## src/rtl/fetch_pkg.sv

```systemverilog
// Shared types and constants for the fetch stage: FSM states, default widths,
// the done opcode and the entry points of the resident programs.
package fetch_pkg;

  typedef enum logic [1:0] {
    IDLE = 2'd0,
    RUN  = 2'd1,
    DONE = 2'd2
  } state_t;

  localparam int FETCH_PW = 9;
  localparam int FETCH_OW = 15;
  localparam int FETCH_CW = 16;

  localparam logic [4:0] OP_DONE = 5'b01110;

  localparam logic [8:0] PROG_PRODUCT  = 9'd1;
  localparam logic [8:0] PROG_STRMATCH = 9'd25;
  localparam logic [8:0] PROG_CLOSEST  = 9'd42;

endpackage

```

## src/rtl/fetch_ctrl_branch_target.sv

```systemverilog
// Combinational PC-relative target: iptr + sext(off), truncated to PW bits.
module branch_target #(
  parameter int PW = 9,
  parameter int OW = 15
) (
  input  logic [PW-1:0] iptr_i,
  input  logic [OW-1:0] off_i,
  output logic [PW-1:0] target_o
);

  generate
    if (OW > PW) begin : g_trunc
      // Offset bits above PW only affect address bits that get truncated away.
      logic unused_off_hi;
      assign unused_off_hi = ^off_i[OW-1:PW];
      assign target_o      = iptr_i + off_i[PW-1:0];
    end else begin : g_sext
      logic [PW-1:0] off_ext;
      assign off_ext  = PW'($signed(off_i));
      assign target_o = iptr_i + off_ext;
    end
  endgenerate

endmodule

```

## src/rtl/fetch_ctrl.sv

```systemverilog
// Program counter / fetch sequencer feeding the instruction ROM (IDLE/RUN/DONE).
// Optional RUN-cycle counter enabled by defining FETCH_CYCLE_COUNT_EN.
module fetch_ctrl
  import fetch_pkg::*;
#(
  parameter int PW = FETCH_PW,
  parameter int OW = FETCH_OW,
  parameter int CW = FETCH_CW
) (
  input  logic          Clk,
  input  logic          Reset,
  input  logic          Start,
  input  logic [PW-1:0] StartAddr,
  input  logic          Halt,
  input  logic          Stall,
  input  logic          BranchEn,
  input  logic [OW-1:0] BranchOff,
  output logic [PW-1:0] Iptr,
  output logic          Running,
  output logic          Done,
  output logic [CW-1:0] CycleCount
);

  state_t        state_q;
  logic [PW-1:0] iptr_q;
  logic [PW-1:0] iptr_d;
  logic [PW-1:0] target;
  logic          running_q;
  logic          done_q;
  logic          launch;

  branch_target #(
    .PW(PW),
    .OW(OW)
  ) u_branch_target (
    .iptr_i  (iptr_q),
    .off_i   (BranchOff),
    .target_o(target)
  );

  // Advance address when neither halted nor stalled; wraps modulo 2**PW.
  always_comb begin
    iptr_d = iptr_q + PW'(1);
    if (BranchEn) begin
      iptr_d = target;
    end
  end

  assign launch = Start && (state_q != RUN);

  always_ff @(posedge Clk) begin
    if (Reset) begin
      state_q   <= IDLE;
      iptr_q    <= '0;
      running_q <= 1'b0;
      done_q    <= 1'b0;
    end else begin
      case (state_q)
        RUN: begin
          if (Halt) begin
            state_q   <= DONE;
            running_q <= 1'b0;
            done_q    <= 1'b1;
          end else if (!Stall) begin
            iptr_q <= iptr_d;
          end
        end
        DONE: begin
          if (Start) begin
            state_q   <= RUN;
            iptr_q    <= StartAddr;
            running_q <= 1'b1;
            done_q    <= 1'b0;
          end
        end
        default: begin
          iptr_q <= '0;
          if (Start) begin
            state_q   <= RUN;
            iptr_q    <= StartAddr;
            running_q <= 1'b1;
            done_q    <= 1'b0;
          end
        end
      endcase
    end
  end

`ifdef FETCH_CYCLE_COUNT_EN
  logic [CW-1:0] cnt_q;

  // Counts every RUN cycle (stall and halt cycles included), saturating.
  always_ff @(posedge Clk) begin
    if (Reset) begin
      cnt_q <= '0;
    end else if (launch) begin
      cnt_q <= '0;
    end else if ((state_q == RUN) && (cnt_q != {CW{1'b1}})) begin
      cnt_q <= cnt_q + CW'(1);
    end
  end

  assign CycleCount = cnt_q;
`else
  logic unused_launch;
  assign unused_launch = launch;
  assign CycleCount    = '0;
`endif

  assign Iptr    = iptr_q;
  assign Running = running_q;
  assign Done    = done_q;

endmodule

```

## config.mk

```make
export PLATFORM = sky130hd
export DESIGN_NAME = fetch_ctrl
export DESIGN_NICKNAME = d
export VERILOG_FILES = /design/src/rtl/fetch_pkg.sv /design/src/rtl/fetch_ctrl_branch_target.sv /design/src/rtl/fetch_ctrl.sv
export SDC_FILE = /design/constraint.sdc
export NUM_CORES = 1
export LEC_CHECK = 0
export CORE_ASPECT_RATIO = 1.5
export CORE_UTILIZATION = 40
export DETAILED_ROUTE_END_ITERATION = 12
export PLACE_DENSITY = 0.8
export SYNTH_ARGS = -nofsm -noshare
export SYNTH_HDL_FRONTEND = slang
export SYNTH_SLANG_ARGS = --single-unit
```

## constraint.sdc

```tcl
create_clock -name Clk -period 2.2 [get_ports Clk]
set_input_delay 0.33 -clock Clk [delete_from_list [all_inputs] [get_ports Clk]]
set_output_delay 0.33 -clock Clk [all_outputs]
set_load 0.1 [all_outputs]
```

; Word-level counts from Yosys, hierarchy flattened
; Cells that the tools add are included.
[word_totals]
wordCells = 30
inputBits = 30
out_inout_bits = 27
reg_bits = 13
[op_classes]
n_mux = 15
add_sub_neg = 2
n_eq_ne = 6
reduce_logical = 3
[ops]
columns = operator, n
row1 = two-way mux 9 bit, 5
row2 = one-hot mux 9 bit (2 select lines), 1
row3 = adder 9 x 1 -> 9 bit (second input constant), 1
row4 = adder 9 bit, 1
row5 = inequality test 2 bit (second input constant), 4
row6 = two-way mux 1 bit, 6
row7 = two-way mux 2 bit, 3
row8 = AND reduction 3 bit, 1
row9 = equality test 2 x 1 -> 1 bit (second input constant), 1
row10 = equality test 2 bit (second input constant), 1
row11 = AND reduction 2 bit, 1
row12 = nonzero test 2 bit, 1

; Longest topological paths before layout
[logic_depth]
depth_word = 5
mapped_depth = 9

; By module
; Synthesis repeated with hierarchy kept, for this count alone.
[hier_totals]
hier_cells = 154
area_unflattened_um2 = 1239.9
[by_module_without_submodules]
columns = mod, area_per_inst_um2, n_inst, cells_per_inst
row1 = fetch_ctrl, 894.6, 1, 113
row2 = branch_target, 345.3, 1, 41

; Least setup slack after synthesis
; No wires, ideal clock.
[synth_timing]
kind = register to register
start = reg iptr_q[0], in the netlist Iptr[0]
end = reg iptr_q[8], in the netlist Iptr[8]
synth_period_minus_slack_ps = 2659
setup_slack_ps = -459
path_buffers = 0
stages_incl_launch_ff = 9
t_arrival_ps = 2574
required_ps = 2115
path_cell_list = dfxtp_1 > ha_1 > inv_1 > fa_1 > nand2b_1 > a211oi_2 > a31oi_1 > mux2_4 > o31ai_2
[synth_between]
elab_chain_len = 5
[synth_lines]
columns = element, line
row1 = from (decl), fetch_ctrl.sv:25  ; logic [PW-1:0] iptr_q;
row2 = from (signal assigned), fetch_ctrl.sv:65  ; iptr_q <= iptr_d;
row3 = from (signal assigned), fetch_ctrl.sv:71  ; iptr_q <= StartAddr;
row4 = from (signal assigned), fetch_ctrl.sv:80  ; iptr_q <= StartAddr;
row5 = adder 9 x 1 -> 9 bit / adder 9 bit (equally long branches), "fetch_ctrl.sv:43, fetch_ctrl_branch_target.sv:16"
row6 = two-way mux 9 bit (*), fetch_ctrl.sv:44  ; if (BranchEn) begin
row7 = two-way mux 9 bit (*), fetch_ctrl.sv:64  ; end else if (!Stall) begin
row8 = two-way mux 9 bit (*), fetch_ctrl.sv:60  ; if (Halt) begin
row9 = one-hot mux 9 bit (2 select lines) (*), fetch_ctrl.sv:58  ; case (state_q)
; Mark *: on every way between the ends. The rest lies on a longest branch, timed or not. The select of a mux whose other input is x is not followed.
; A chain may end at the register's enable or synchronous reset.

; Worst setup path after layout
[layout_timing]
start = in BranchEn
end = reg iptr_q[8], in the netlist Iptr[8]
[layout_between]
elab_chain_len = 4
[layout_lines]
columns = element, line
row1 = from (decl), fetch_ctrl.sv:16  ; input logic BranchEn,
row2 = two-way mux 9 bit, fetch_ctrl.sv:44
row3 = two-way mux 9 bit, fetch_ctrl.sv:64
row4 = two-way mux 9 bit, fetch_ctrl.sv:60
row5 = one-hot mux 9 bit (2 select lines), fetch_ctrl.sv:58
; Every way passes these cells. The select of a mux whose other input is x is not followed.

==> impl_metrics.env <==
export IMPL_ys_flop_type="dfxtp_1"
export IMPL_drt_iter0_markers=17
export IMPL_critPathMaxFanout=4
export IMPL_finalSetupViolations=0
export IMPL_ios=57
export IMPL_async_reset_ff_share_pct=0
export IMPL_fin_ws_ps=125
export IMPL_dp_slack_ps=-384
export IMPL_hold_buffers=0
export IMPL_reg2regPathDepth=8
export IMPL_drt_first_pass_iters=4
export IMPL_yosysSeqAreaShare_pct=19.7
export IMPL_die_h_um=66.7
export IMPL_area_growth_pct=39.6
export IMPL_crit_arrival_ps=2240
export IMPL_gp_congestion=0.852
export IMPL_placed_area_sq_um=1470
export IMPL_power_frac_seq_pct=22.7
export IMPL_vias_per_cell=5.12
export IMPL_clk_pin_slew_ps=50
export IMPL_clkPwrFrac_pct=19.8
export IMPL_whs_path_depth=2
export IMPL_internal_power_uw=541
export IMPL_synth_top_cell_area_share_pct=19.7
export IMPL_grt_pass1_wl_um=4770
export IMPL_finalMaxSlewViolations=0
export IMPL_synth_warnings=0
export IMPL_hold_class="reg -> reg"
export IMPL_synth_most_common_cell="buf_4"
export IMPL_fin_crit_ps=2070
export IMPL_clkLatencyLatePin_ps=250
export IMPL_place_hpwl_um=2260
export IMPL_p_leak_uw=0.000716
export IMPL_fin_worst_skew_ps=2.99
export IMPL_nets=226
export IMPL_final_util_pct=58.9
export IMPL_cts_tree="yes"
export IMPL_endpoint_kind="register"
export IMPL_grt_setup_unrepaired="false"
export IMPL_fin_crit_sh_pct=94.3
export IMPL_drtAntennaViolNets=0
export IMPL_yosysTopAreaCell="dfxtp_1"
export IMPL_p_comb_share_pct=57.5
export IMPL_start_kind="input pin"
export IMPL_antenna_found_initial=0
export IMPL_synth_area_leaders="dfxtp_1, ha_1, buf_4, and2_1, o21ai_0"
export IMPL_h_tree_depth=1
export IMPL_syn_inst=139
export IMPL_numCtsBuffers=3
export IMPL_ctsRootBufferMaster="clkbuf_8"
export IMPL_overflow=0
export IMPL_antenna_cells=0
export IMPL_finalHoldViolCount=0
export IMPL_drive_above_1_share_pct=24.5
export IMPL_tns_ps=0
export IMPL_whs_ps=495
export IMPL_vdd_ir_drop_max_mv=0.384
export IMPL_cts_buffer_depth=2
export IMPL_routed_wl_um=3040
export IMPL_outcome="finished, final reports clean"
export IMPL_port_buffers=34
export IMPL_grt_max_degree=12
export IMPL_sw_frac_of_total_pct=51.0
export IMPL_cap_violations=0
export IMPL_die_x_um=45.2
export IMPL_synth_area_per_cell_sq_um=8.04
export IMPL_required_ps=2360
export IMPL_dr_total_vias=1131
export IMPL_num_rows=23
export IMPL_fmax_ghz=0.482
export IMPL_core_sq_um=2650
export IMPL_die_area_sq_um=3010
export IMPL_clock_sinks=11
export IMPL_post_drt_wl_per_cell_um=13.8
export IMPL_track_usage_pct=22.1
export IMPL_grt_pass1_vias=1115
export IMPL_ys_ff_latch=11
export IMPL_ys_types=41
export IMPL_switching_power_uw=562
export IMPL_final_area_sq_um=1560
export IMPL_critPathKind="in -> reg"
export IMPL_start_util_pct=42.2
export IMPL_drc=0
export IMPL_p_per_area_nw_per_um2=707
export IMPL_synth_edf_count=0
export IMPL_syn_area_sq_um=1120
export IMPL_synth_common_cells="buf_4, dfxtp_1, ha_1, nor2_1, inv_1"
==> final timing paths <==
check / start / slack (ps) / to
worst min-delay path: state_q[1]$_SDFFE_PP0P_ / 490 / state_q[1]$_SDFFE_PP0P_
worst max-delay path: BranchEn / 130 / Iptr[8]$_SDFFE_PP0P_
worst max register to register: Iptr[0]$_SDFFE_PP0P_ / 250 / Iptr[8]$_SDFFE_PP0P_
worst min register to register: state_q[1]$_SDFFE_PP0P_ / 490 / state_q[1]$_SDFFE_PP0P_
==> per-stage QoR <==
step                      power (uW)  std cells
after floorplan                  745        154
after global placement           849        215
after detailed placement         863        215
after CTS                       1100        221
after global routing            1150        221
final                           1100        221
==> critical path, cell delays in order <==
cell	delay, ps
dlygate4sd2_1	290
nand2b_4	100
ha_4	140
inv_2	40
fa_2	380
nand2b_4	160
a211oi_4	280
a31oi_1	140
mux2_4	320
o31ai_2	50
==> cell families after synthesis <==
| family | synth area share (%) |
|---|---|
| flops | 19.7 |
| other cells | 0.336 |
| simple gates | 16.1 |
| xor+xnor | 3.14 |
| mux | 2.35 |
| fa+ha+maj | 13.0 |
| compound gates | 29.2 |
| buf+inv | 16.1 |
==> sequential cells by signal (all words and copies together) (netlist names) <==
| register | flops |
|---|---|
| Iptr | 9 |
| state_q | 2 |
==> area by class of cell <==
| type | count | area [sq um] |
|---|---|---|
| clock buffer | 4 | 45.0 |
| inverter | 9 | 33.8 |
| sequential | 11 | 231 |
| tap | 37 | 46.3 |
| timing repair buffer | 45 | 393 |
| fill | 251 | 1090 |
| multi-input combinational | 115 | 811 |
==> power by group through the flow <==
stage          clock network [uW]  registers (uW)  logic (uW)
2_1_floorplan                   0             418         328
3_3_place_gp                    0             252         597
3_5_place_dp                    0             253         610
4_1_cts                       219             250         627
5_1_grt                       228             255         669
6_report                      219             251         634
==> routing by layer <==
metal / vias up / part of all wire (%) / track usage [%]
li1: 552 / - / -
met1: 516 / 38 / 23.3
met2: 53 / 53 / 38.4
met3: 10 / 6.5 / 4.07
met4: 0 / 2.6 / 14.0
met5: - / 0 / 0
==> placed cells by master (no fill, tap or decap), drive strengths merged, types with 2 or more instances in the layout <==
master / count
a211oi: 7
a21boi: 2
a21o: 2
a21oi: 8
a22oi: 2
a31oi: 3
a32oi: 2
and2: 7
buf: 22
clkbuf: 4
clkdlybuf4s50: 21
conb: 16
dfxtp: 11
dlygate4sd2: 2
ha: 10
inv: 9
mux2: 2
nand2: 8
nand2b: 6
nor2: 11
o2111ai: 2
o21ai: 10
xor2: 3
==> what timing repair did <==
item                                    4_1_cts  5_1_grt
hold endpoints to repair                      0        0
setup buffers                                 2        0
gates resized for setup                       9        0
endpoints found under the setup margin        3        0
Power figures use the tool's default switching activity.
